===== config.mk =====
export PLATFORM = sky130hd
export DESIGN_NAME = hilo_retire
export DESIGN_NICKNAME = d
export VERILOG_FILES = /design/src/rtl/hilo_retire.sv
export SDC_FILE = /design/constraint.sdc
export NUM_CORES = 1
export LEC_CHECK = 0
export ABC_AREA = 1
export BUFFER_PORTS_ARGS = -buffer_cell sky130_fd_sc_hd__buf_2
export CORE_MARGIN = 1
export CORE_UTILIZATION = 38
export CTS_CLUSTER_DIAMETER = 100
export DETAILED_ROUTE_END_ITERATION = 10
export PLACE_DENSITY = 0.63
export SETUP_SLACK_MARGIN = 0.05
export SKIP_CTS_REPAIR_TIMING = 1
export SLEW_MARGIN = 20
export SYNTH_ARGS = -nofsm -noshare
export SYNTH_HDL_FRONTEND = slang
export SYNTH_SLANG_ARGS = --single-unit

===== constraint.sdc =====
create_clock -name clk -period 2.3 [get_ports clk]
set_clock_uncertainty 0.15 [all_clocks]
set_input_delay 0.115 -clock clk [delete_from_list [all_inputs] [get_ports clk]]
set_output_delay 0.115 -clock clk [all_outputs]
set_load 0.05 [all_outputs]

===== src/rtl/hilo_retire.sv =====
// In-order HI/LO retire queue: tracks outstanding HI/LO writers and commits
// mult/div/mt results into the architectural HI and LO registers.
module hilo_retire #(
    parameter int DEPTH = 4,
    parameter int DW    = 32
) (
    input  logic          clk,
    input  logic          rst_n,
    input  logic          alloc_vld,
    input  logic          alloc_hi,
    input  logic          alloc_lo,
    output logic          alloc_rdy,
    input  logic          res_vld,
    input  logic [DW-1:0] res_hi,
    input  logic [DW-1:0] res_lo,
    output logic [DW-1:0] hi_o,
    output logic [DW-1:0] lo_o,
    output logic          ret_hi,
    output logic          ret_lo,
    output logic          empty,
    output logic          err
);
    localparam int PW = (DEPTH > 1) ? $clog2(DEPTH) : 1;
    localparam int CW = PW + 1;
    localparam logic [CW-1:0] FULL_CNT = CW'(DEPTH);

    logic [PW-1:0]    wr_ptr_q, wr_ptr_d;
    logic [PW-1:0]    rd_ptr_q, rd_ptr_d;
    logic [CW-1:0]    count_q, count_d;
    logic [DEPTH-1:0] hi_en_q, hi_en_d;
    logic [DEPTH-1:0] lo_en_q, lo_en_d;
    logic [DW-1:0]    hi_q, hi_d;
    logic [DW-1:0]    lo_q, lo_d;
    logic             ret_hi_q, ret_hi_d;
    logic             ret_lo_q, ret_lo_d;
    logic             err_q, err_d;
    logic             alloc_acc, res_acc;
    logic             head_hi, head_lo;

    assign alloc_rdy = (count_q != FULL_CNT);
    assign empty     = (count_q == '0);
    assign alloc_acc = alloc_vld & alloc_rdy;
    // The head is sampled before this edge's write, so a same-cycle alloc is never consumed.
    assign res_acc   = res_vld & ~empty;
    assign head_hi   = hi_en_q[rd_ptr_q];
    assign head_lo   = lo_en_q[rd_ptr_q];

    always_comb begin
        // NOTE: every next-state variable takes its held value first, so no path infers a latch.
        wr_ptr_d = wr_ptr_q;
        rd_ptr_d = rd_ptr_q;
        count_d  = count_q;
        hi_en_d  = hi_en_q;
        lo_en_d  = lo_en_q;
        hi_d     = hi_q;
        lo_d     = lo_q;
        ret_hi_d = 1'b0;
        ret_lo_d = 1'b0;
        err_d    = err_q | (alloc_vld & ~alloc_rdy) | (res_vld & empty);

        if (alloc_acc) begin
            hi_en_d[wr_ptr_q] = alloc_hi;
            lo_en_d[wr_ptr_q] = alloc_lo;
            wr_ptr_d          = wr_ptr_q + 1'b1;
        end

        if (res_acc) begin
            rd_ptr_d = rd_ptr_q + 1'b1;
            ret_hi_d = head_hi;
            ret_lo_d = head_lo;
            if (head_hi) hi_d = res_hi;
            if (head_lo) lo_d = res_lo;
        end

        case ({alloc_acc, res_acc})
            2'b10:   count_d = count_q + 1'b1;
            2'b01:   count_d = count_q - 1'b1;
            default: count_d = count_q;
        endcase
    end

    // NOTE: the entry bits are a few flops, not a RAM, so they are reset with the rest of the state.
    always_ff @(posedge clk or negedge rst_n) begin
        if (!rst_n) begin
            wr_ptr_q <= '0;
            rd_ptr_q <= '0;
            count_q  <= '0;
            hi_en_q  <= '0;
            lo_en_q  <= '0;
            hi_q     <= '0;
            lo_q     <= '0;
            ret_hi_q <= 1'b0;
            ret_lo_q <= 1'b0;
            err_q    <= 1'b0;
        end else begin
            // NOTE: non-blocking updates so every flop samples pre-edge values.
            wr_ptr_q <= wr_ptr_d;
            rd_ptr_q <= rd_ptr_d;
            count_q  <= count_d;
            hi_en_q  <= hi_en_d;
            lo_en_q  <= lo_en_d;
            hi_q     <= hi_d;
            lo_q     <= lo_d;
            ret_hi_q <= ret_hi_d;
            ret_lo_q <= ret_lo_d;
            err_q    <= err_d;
        end
    end

    assign hi_o   = hi_q;
    assign lo_o   = lo_q;
    assign ret_hi = ret_hi_q;
    assign ret_lo = ret_lo_q;
    assign err    = err_q;

endmodule


Yosys cells after proc, flatten, opt, wreduce, memory -nomap -nowiden:

Index checks and enable logic that the tools add are counted.

* register bits after elaboration: 82
* bits of input ports: 70
* logic and storage cells: 44

* equal/unequal tests: 3
* reductions and logical operators: 5
* add/sub/neg operators: 4
* $lt $le $gt $ge: 3
* mux-type cells: 11
* bitwise gates (word level): 8

Operators by type and width (number)
* bitwise mux 4 bit: 2
* < comparator 2 x 3 -> 1 bit (second input constant): 2
* case mux 3 bit (2 select lines): 1
* two-way mux 1 bit: 5
* adder 2 x 1 -> 2 bit (second input constant): 2
* AND 1 bit: 4
* binary-select mux 1 bit (select 2 bit): 2
* AND reduction 2 bit: 2
* adder 3 x 1 -> 3 bit (second input constant): 1
* logical NOT 3 bit: 1
* != test 3 bit (second input constant): 1
* subtractor 3 x 1 -> 3 bit (second input constant): 1
* demux 1 bit (select 2 bit): 1
* equality test 2 x 1 -> 1 bit (second input constant): 1
* equality test 2 bit (second input constant): 1
* >= comparator 2 x 1 -> 1 bit (second input constant): 1
* inverter 1 bit: 2
* bitwise OR 1 bit: 2
* nonzero test 2 bit: 1
* logical AND 1 bit: 1

Longest topological paths before layout:

Gate-level depths: netlist (run 1).

* depth after elaboration: 5
* mapped depth: 12
* depth with buffers taken out: 11

Worst setup path after synthesis (run 1):

OpenSTA, ideal clock, no wires.

* kind: register to register
* start: register count_q[1]
* end: register count_q[2]
* required time: 2.071 ns
* buffers on the path: 0
* data arrival time: 2.031 ns
* setup slack: 0.040 ns
* stages on the path, launching flop included: 11
* cells stage by stage: dfrtp_1 > nor2_2 > nand2_1 > nand2_2 > ha_1 > inv_1 > fa_1 > nor2_1 > nor2_1 > nand2_1 > xor2_1

RTL lines
* from (decl): RTL line 29 `logic [CW-1:0] count_q, count_d;`
* from (signal assigned): RTL line 99 `count_q <= count_d;`
* != test 3 bit (*): RTL line 40 `assign alloc_rdy = (count_q != FULL_CNT);`
* net alloc_rdy: RTL line 12 `output logic alloc_rdy,`
* AND 1 bit (*): RTL line 42 `assign alloc_acc = alloc_vld & alloc_rdy;`
* equality test 2 x 1 -> 1 bit or equality test 2 bit (tied branches): RTL line 75 `case ({alloc_acc, res_acc})`
* case mux 3 bit (2 select lines) or nonzero test 2 bit (tied branches)

Mark *: on every way through the listed nets, which the timed path passes. The rest lies on a longest branch.
A chain may end at the register's enable or synchronous reset.

Worst setup path in the final report (run 1):

* start: register count_q[1]
* end: register count_q[2]

* longest elaborated chain between the ends: 5

Ends and longest elaborated chain
* logical NOT 3 bit: RTL line 41 `assign empty = (count_q == '0);`
* inverter 1 bit: RTL line 44 `assign res_acc = res_vld & ~empty;`
* AND 1 bit: RTL line 44
* equality test 2 x 1 -> 1 bit or equality test 2 bit (tied branches): RTL line 75
* case mux 3 bit (2 select lines) or nonzero test 2 bit (tied branches)

Parallel ways exist; a longest one is shown, timed or not.

==> results of run 1 <==
## cell usage after synthesis
cell type  number  area, um2
nand3_1        35        175
nand2_4         5       56.3
inv_6           1       8.76
clkbuf_8        3       41.3
inv_2           2       7.51
o21ai_0        10       50.1
nor2_2          1       6.26
nor2_1         10       37.5
fa_1            1       20.0
buf_8           4       60.1
nand2_2        10       62.6
ha_1            5       62.6
nand3_2        34        340
nand3b_1        1       7.51
buf_6           7       78.8
nand2_1       143        537
buf_2           2       10.0
buf_4           3       22.5
inv_1          21       78.8
dfrtp_1        82       2050
a21oi_1         1       5.00
xor2_1          2       17.5
xnor2_1         1       8.76
## layout make-up
| type | count | area share |
|---|---|---|
| multi-input cells | 259 | 0.259 |
| clock buffers | 12 | 0.0271 |
| clock inverters | 4 | 0.0140 |
| well taps | 129 | 0.0301 |
| flip-flops and latches | 82 | 0.383 |
| inverters | 24 | 0.0178 |
| repair buffers | 211 | 0.269 |
## metrics by stage
| stage | hold slack [ns] | instances | area [um2] | power (uW) | setup slack, ns |
|---|---|---|---|---|---|
| 5_1_grt | 0.0215 | 721 | 5360 | 9370 | 0.0650 |
| 2_1_floorplan | -0.331 | 384 | 3750 | 6640 | 0.207 |
| 3_5_place_dp | -0.0401 | 636 | 4450 | 7530 | 0.277 |
| 3_3_place_gp | -0.0411 | 636 | 4450 | 7430 | 0.348 |
| 4_1_cts | -0.423 | 652 | 4670 | 8700 | 0.250 |
| 6_report | 0.00261 | 721 | 5360 | 8710 | 0.243 |
## kinds of logic after synthesis
family / count (synthesis) / synth area share
simple gates: 239 / 0.326
flops: 82 / 0.548
buf+inv: 43 / 0.0822
compound gates: 11 / 0.0147
fa+ha+maj: 6 / 0.0220
xor+xnor: 3 / 0.00702
## how the worst max path moves through the flow
stage	endpoint	from	slack (ns)	cells past startpoint
after floorplan	count_q[2]	count_q[1]	0.21	10
after global placement	count_q[2]	count_q[1]	0.35	10
after detailed placement	count_q[2]	count_q[1]	0.28	10
after CTS	count_q[2]	count_q[1]	0.25	10
after global routing	count_q[2]	count_q[1]	0.07	10
final	count_q[2]	count_q[1]	0.24	10
## worst max-delay path: cells and delay by family, from the launching register on
| family | cells | cell delay [ns] |
|---|---|---|
| simple gates | 6 | 0.65 |
| fa+ha+maj | 2 | 0.54 |
| flops | 1 | 0.41 |
| xor+xnor | 1 | 0.16 |
| buf+inv | 1 | 0.07 |
## where the power goes
| part | total [uW] | internal (uW) | switching, uW |
|---|---|---|---|
| clock | 1140 | 643 | 502 |
| sequential | 2540 | 2150 | 389 |
| combinational | 5030 | 1210 | 3830 |
## registers in the layout, summed over array words and instances (netlist names)
| name | flops |
|---|---|
| lo_o | 32 |
| hi_o | 32 |
| err | 1 |
| ret_hi | 1 |
| hi_en_q | 4 |
| lo_en_q | 4 |
| ret_lo | 1 |
| count_q | 3 |
| wr_ptr_q | 2 |
| rd_ptr_q | 2 |
## routing by layer
layer | up-vias | part of all wire | global-route usage
met5 | - | 0 | 0
li1 | 1608 | - | -
met2 | 104 | 0.49 | 0.283
met4 | 0 | 0.0089 | 0.0635
met1 | 1511 | 0.45 | 0.220
met3 | 8 | 0.052 | 0.0338
==> impl_metrics.toml, run 1 <==
[status]
status = "finished clean"

[timing]
max_freq_mhz = 486
max-slew-margin-rel = 0.679
rsz0062_at_grt = "no"
finalCritPeriodShare = 0.894
tns_ns = 0
final_hold_viol_count = 0
min_period_ns = 2.06
setup_viol = 0
worst_pin_slew_ns = 0.481
drv_slew = 0

[placement]
portBuffers = 138
routabilityCongestion = 0.750
dpl.hpwl_um = 5660

[synthesis]
synth.ff_latch_count = 82
postSynthAreaPerCell_um2 = 9.76
syn_nets = 460
synth_warnings = 0
syn_area_um2 = 3750
yosysSeqAreaShare = 0.548
syn_inst = 384
yosysUniqueCellTypes = 23

[grt]
grt_overflow = 0
grt_pass1_wl_um = 13700
grt_pass1_vias = 2931
grt_usage = 0.170
antenna_found_initial = 0
grt_max_degree = 68

[setup_path]
critPathCaptureType = "flip-flop"
worstSetupPathType = "reg -> reg"
cpMaxStageDelayCell = "dfrtp_1"
r2r-start = "count_q[1]"
r2r-end = "count_q[2]"
rrSetupSlack_ns = 0.24
startpoint_type = "flip-flop"
path_cells = "nor2_2 > nand2_2 > nand2_2 > ha_1 > inv_1 > fa_1 > nor2_1 > nor2_1 > nand2_1 > xor2_1"
crit_path_max_fanout = 8
required_ns = 2.41
crit_arrival_ns = 2.16
cp_slowest_stage_delay_ns = 0.41
reg2regPathDepth = 10

[route]
num_vias = 3231
dr.first_iter.drc_count = 51
totalWireLength_um = 9160
viasPerCell = 4.48
ant_nets = 0
drt_pass1_iterations = 6
wl_per_cell_um = 12.7
route.detailed.drc = 0

[final_layout]
multiInputGateArea_um2 = 1390
diodes = 0
mostFrequentLayoutCells = "nand2_1 (142), buf_2 (137), dfrtp_1 (82), dlygate4sd3_1 (69), nand3_1 (35)"
drive_gt1_frac = 0.355
fillerInstances = 803
layout_commonest_cell = "nand2_1"
post-route-util = 0.569
area_delta_synth_final_pct = 43.0
fin_nets = 663
ff_latch_area_um2 = 2050

[pwr]
p_per_area_nw_per_um2 = 1630
peakVddDrop_mv = 0.942
p_leak_uw = 0.00286

[clocking]
cts_tree = "built"
cts_made_buffers = 9
clkTransAtPathRegs_ns = 0.08
root_buffer = "clkbuf_8"
cts.path.max_buffers = 2
worstSkewPairLatency_ns = 0.33
cts_sinks = 82
h-tree-depth = 3

[flow_run]
cap_violations = 0

[die]
core_area_um2 = 9420
die-width_um = 101
die-area_um2 = 10300
io_pins = 139
die_y_um = 101
start_util = 0.398
rows = 35

[worst_hold_path]
hp-start = "alloc_vld"
worst_hold_path.num_cells = 3
hp-class = "in -> reg"
whs_endpoint = "wr_ptr_q[0]"
(Power assumes the default switching activity.)
==> inputs of run 2 (changes only) <==
Settings changed: RECOVER_POWER from default to 100, REMOVE_ABC_BUFFERS from default to 1.
==> run 2 against run 1 <==
  * Worst hold slack better by 0.32 ns
  * Fmax up 3.2%
  * Clock power down 12%
  * Sequential power about the same
  * Design area down 2.8%
  * Sequential share of layout area up 1.1 points
  * Utilization down 1.6 points
  * Largest cell class unchanged
==> impl_metrics.toml, run 2 (synthesis gave the netlist of run 1 again) <==
[final_layout]
fin_nets = 663
drive_gt1_frac = 0.223
stdcell_count = 720
area_delta_synth_final_pct = 38.9
diodes = 0
design_area_um2 = 5200
layout_commonest_cell = "nand2_1"
mostFrequentLayoutCells = "nand2_1 (150), dfrtp_1 (82), clkbuf_1 (71), dlygate4sd3_1 (69), buf_2 (68)"
fillerInstances = 887

[pwr]
p_per_area_nw_per_um2 = 1610
power.total_uw = 8390
p_leak_uw = 0.00262
peakVddDrop_mv = 0.836

[clocking]
cts_tree = "built"
worstSkewPairLatency_ns = 0.34
cts.path.max_buffers = 2
h-tree-depth = 3
root_buffer = "clkbuf_8"
cts_made_buffers = 9
cts_sinks = 82
clkTransAtPathRegs_ns = 0.08

[die]
rows = 35
die-width_um = 101
io_pins = 139
start_util = 0.398
die-area_um2 = 10300
core_area_um2 = 9420
die_y_um = 101

[status]
status = "finished clean"

[route]
top_layer = "met4"
route.detailed.drc = 0
dr.first_iter.drc_count = 101
wl_per_cell_um = 12.9
viasPerCell = 4.49
wl_met3_um = 614
drt_pass1_iterations = 4
met1_length_um = 4370
num_vias = 3230
totalWireLength_um = 9300
wl_met2_um = 4150
ant_nets = 0

[timing]
drv_slew = 0
rsz0062_at_grt = "no"
setup_viol = 0
whs_ns = 0.322
final_hold_viol_count = 0
worst_pin_slew_ns = 1.40
max-slew-margin-rel = 0.0661
max_freq_mhz = 502
tns_ns = 0
min_period_ns = 1.99
finalCritPeriodShare = 0.867

[setup_path]
cp_slowest_stage_delay_ns = 0.40
critPathCaptureType = "flip-flop"
r2r-end = "count_q[2]"
rrSetupSlack_ns = 0.31
required_ns = 2.41
cp_num_buf_inv = 1
r2r-start = "count_q[1]"
path_cells = "nor2_2 > nand2_1 > nand2_2 > ha_1 > inv_1 > fa_1 > nor2_1 > nor2_1 > nand2_1 > xor2_1"
cp_top_family = "simple AND/OR/NAND/NOR gates"
critical_path_depth = 10
cpMaxStageDelayCell = "dfrtp_1"
crit_arrival_ns = 2.11
worstSetupEndpoint = "count_q[2]"
startpoint_type = "flip-flop"
critPathLaunch = "count_q[1]"
crit_path_max_fanout = 8
reg2regPathDepth = 10
worstSetupPathType = "reg -> reg"

[grt]
grt_max_degree = 68
grt_pass1_wl_um = 13400
grt_pass1_vias = 2775
grt_usage = 0.168
grt_overflow = 0
antenna_found_initial = 0

[placement]
routabilityCongestion = 0.773
dpl.hpwl_um = 5720
place_area_um2 = 4440
portBuffers = 138
place_inst = 636

[worst_hold_path]
hp-class = "reg -> reg"

[flow_run]
cap_violations = 0
## run 2: layer usage
layer	vias to the layer above	global-route usage
li1	1612	-
met1	1481	0.227
met2	120	0.258
met3	17	0.0449
met4	0	0.0691
met5	-	0
## run 2: power breakdown
| group | internal, uW | switching (uW) | leakage, uW |
|---|---|---|---|
| Sequential | 2150 | 396 | 0.00101 |
| Combinational | 1030 | 3810 | 0.00153 |
| Clock | 495 | 505 | 0.0000921 |
| Total | 3670 | 4720 | 0.00262 |
## run 2: tightest hold or removal path, cell delays in order, from the launching register on
cell and delay [ns]:
dfrtp_1 0.34, nand2_1 0.05, nand2_1 0.05
## run 2: area by class of cell
type / count / area, um2 / area share
timing repair buffer: 211 / 1350 / 0.259
tap: 129 / 161 / 0.0310
clock inverter: 5 / 56.3 / 0.0108
clock buffer: 10 / 128 / 0.0245
inverter: 24 / 95.1 / 0.0183
sequential: 82 / 2050 / 0.394
multi-input combinational: 259 / 1360 / 0.262
## run 2: worst min-delay path by stage
stage                        start    endpoint  slack [ns]  cells past startpoint
after floorplan              rst_n  count_q[0]       -0.33                      0
after global placement       rst_n     hi_o[0]       -0.11                      1
after detailed placement     rst_n    hi_o[11]       -0.11                      1
after CTS                    rst_n    hi_o[11]       -0.49                      1
after global routing      hi_o[17]    hi_o[17]        0.35                      2
final                     hi_o[14]    hi_o[14]        0.32                      2
## run 2: stage by stage
| step | utilization | worst slack [ns] |
|---|---|---|
| after global placement | 0.472 | 0.342 |
| after floorplan | - | 0.0367 |
| after detailed placement | 0.472 | 0.311 |
| after CTS | 0.491 | 0.288 |
| final | 0.553 | 0.306 |
| after global routing | 0.553 | 0.109 |
==> inputs of run 3 (changes only) <==
Settings changed: ABC_AREA 1 to default, PLACE_DENSITY 0.63 to 0.64.
==> run 3 against run 2 <==
  * The run now ends with design-rule violations left
  * Via count decreased by 26%
  * Routed wire length decreased by 14%
  * Largest cell class unchanged
  * Design area decreased by 4.6%
  * Worst setup slack got worse by 0.18 ns
  * Die area decreased by 5.5%
==> impl_metrics.toml, run 3 <==
[status]
status = "finished, violations left"
violations = "design-rule violations"

[clocking]
cts_made_buffers = 9
worstSkewPairLatency_ns = 0.34
cts_tree = "built"
cts.path.max_buffers = 2
h-tree-depth = 3
clkTransAtPathRegs_ns = 0.08
root_buffer = "clkbuf_8"
cts_sinks = 82

[synthesis]
yosysSeqAreaShare = 0.580
postSynthAreaPerCell_um2 = 17.7
ys.flop_type = "dfrtp_1"
synth_edf_count = 0
netlist_top_cells_count = "dfrtp_1 (82), mux2_4 (58), mux2_2 (15), inv_1 (8), buf_12 (6)"
syn_area_um2 = 3540
yosys.area.top_type = "dfrtp_1"
ys_top_cells_by_area = "dfrtp_1 (58%), mux2_4 (25%), mux2_2 (4.8%)"
synth.ff_latch_count = 82
synth_top_area_frac = 0.580
syn_inst = 200
async_reset_ff_frac = 1.00
synth_warnings = 0
yosysUniqueCellTypes = 22
yosys.cell_count.top_type = "dfrtp_1"

[placement]
routabilityCongestion = 0.681
portBuffers = 138
dpl.hpwl_um = 4880

[final_layout]
drive_gt1_frac = 0.286
mostFrequentLayoutCells = "dfrtp_1 (82), clkbuf_1 (74), dlygate4sd3_1 (69), buf_2 (68), mux2_1 (49)"
diodes = 0
fillerInstances = 789
layout_commonest_cell = "dfrtp_1"
fin_nets = 497
area_delta_synth_final_pct = 40.4

[grt]
grt_overflow = 0
grt_pass1_vias = 2172
grt_usage = 0.149
antenna_found_initial = 0
grt_pass1_wl_um = 11100
grt_max_degree = 83

[die]
die-area_um2 = 9690
core_area_um2 = 8850
io_pins = 139
start_util = 0.400
die-width_um = 98.5
rows = 34
die_y_um = 98.5

[setup_path]
critPathCaptureType = "flip-flop"
required_ns = 2.38
crit_arrival_ns = 2.25
crit_path_max_fanout = 9
r2r-start = "count_q[0]"
reg2regPathDepth = 6
rrSetupSlack_ns = 0.13
r2r-end = "lo_o[5]"
worstSetupPathType = "reg -> reg"
startpoint_type = "flip-flop"

[timing]
max-slew-margin-rel = 0.268
whs_ns = 0.0654
min_period_ns = 2.17
max_freq_mhz = 461
drv_slew = 0
rsz0062_at_grt = "no"
worst_pin_slew_ns = 1.10
final_hold_viol_count = 0
setup_viol = 0
finalCritPeriodShare = 0.944

[route]
viasPerCell = 4.49
route.detailed.drc = 17
wl_per_cell_um = 15.0
num_vias = 2396
dr.first_iter.drc_count = 59
totalWireLength_um = 8020
ant_nets = 0
drt_pass1_iterations = 9

[worst_hold_path]
hp-start = "alloc_vld"
hp-class = "in -> reg"
whs_endpoint = "lo_en_q[0]"
worst_hold_path.num_cells = 3

[flow_run]
cap_violations = 0
==> run 3: changes by cell type after synthesis, moves of 10 or more <==
cell | before | now
inv_1 | 21 | 8
mux2_2 | 0 | 15
mux2_4 | 0 | 58
nand2_1 | 143 | 2
nand2_2 | 10 | 0
nand3_1 | 35 | 4
nand3_2 | 34 | 0
==> run 3: how the worst max path moves through the flow <==
stage,to,slack [ns],depth (start not counted),from
global placement,count_q[2],0.22,8,count_q[1]
global route,lo_o[12],0.04,6,count_q[0]
floorplan,count_q[2],-0.18,8,count_q[0]
finish,lo_o[5],0.13,6,count_q[0]
CTS,count_q[2],0.13,8,count_q[1]
detailed placement,count_q[2],0.14,8,count_q[1]
==> run 3: stage by stage <==
step / instance area (um2) / TNS [ns] / util / std cells / setup WS [ns]
floorplan: 3400 / -0.185 / - / 192 / -0.183
global placement: 4340 / 0 / 0.490 / 446 / 0.219
detailed placement: 4340 / 0 / 0.490 / 446 / 0.136
CTS: 4570 / 0 / 0.517 / 462 / 0.130
global route: 4960 / 0 / 0.561 / 534 / 0.0412
finish: 4960 / 0 / 0.561 / 534 / 0.130
==> run 3: kinds of logic (layout without fill, tap and decap cells) <==
| family | Yosys count | in the layout | synth area share |
|---|---|---|---|
| compound gates | 3 | 3 | 0.00531 |
| xor+xnor | 6 | 6 | 0.0149 |
| fa+ha+maj | 6 | 6 | 0.0234 |
| buf+inv | 16 | 242 | 0.0474 |
| flops | 82 | 82 | 0.580 |
| mux | 76 | 76 | 0.310 |
| simple gates | 11 | 11 | 0.0191 |
==> run 3: metal layers <==
| metal | vias up | share of wire | global-route usage | wire, um |
|---|---|---|---|---|
| li1 | 1130 | - | - | - |
| met2 | 109 | 0.49 | 0.230 | 3940 |
| met4 | 0 | 0.0049 | 0.0517 | 39 |
| met3 | 5 | 0.076 | 0.0546 | 610 |
| met1 | 1152 | 0.43 | 0.193 | 3430 |
| met5 | - | 0 | 0 | 0 |
==> run 3: cell type report <==
cell class / instances / area (um2) / share of cell area
sequential: 82 / 2050 / 0.413
multi-input combinational: 102 / 1140 / 0.230
clock buffer: 11 / 151 / 0.0305
inverter: 8 / 30.0 / 0.00605
tap: 108 / 135 / 0.0272
timing repair buffer: 218 / 1370 / 0.276
clock inverter: 5 / 85.1 / 0.0171
==> run 3: critical path, cell delays in order, from the launching register on <==
cell,delay [ns]
dfrtp_1,0.39
clkbuf_1,0.15
o31a_1,0.28
clkbuf_1,0.19
nand2_4,0.16
clkbuf_1,0.39
mux2_4,0.34
Power of run 3 is not shown: default switching activity piles up to over one toggle a cycle in this logic, so the estimate is an artifact.
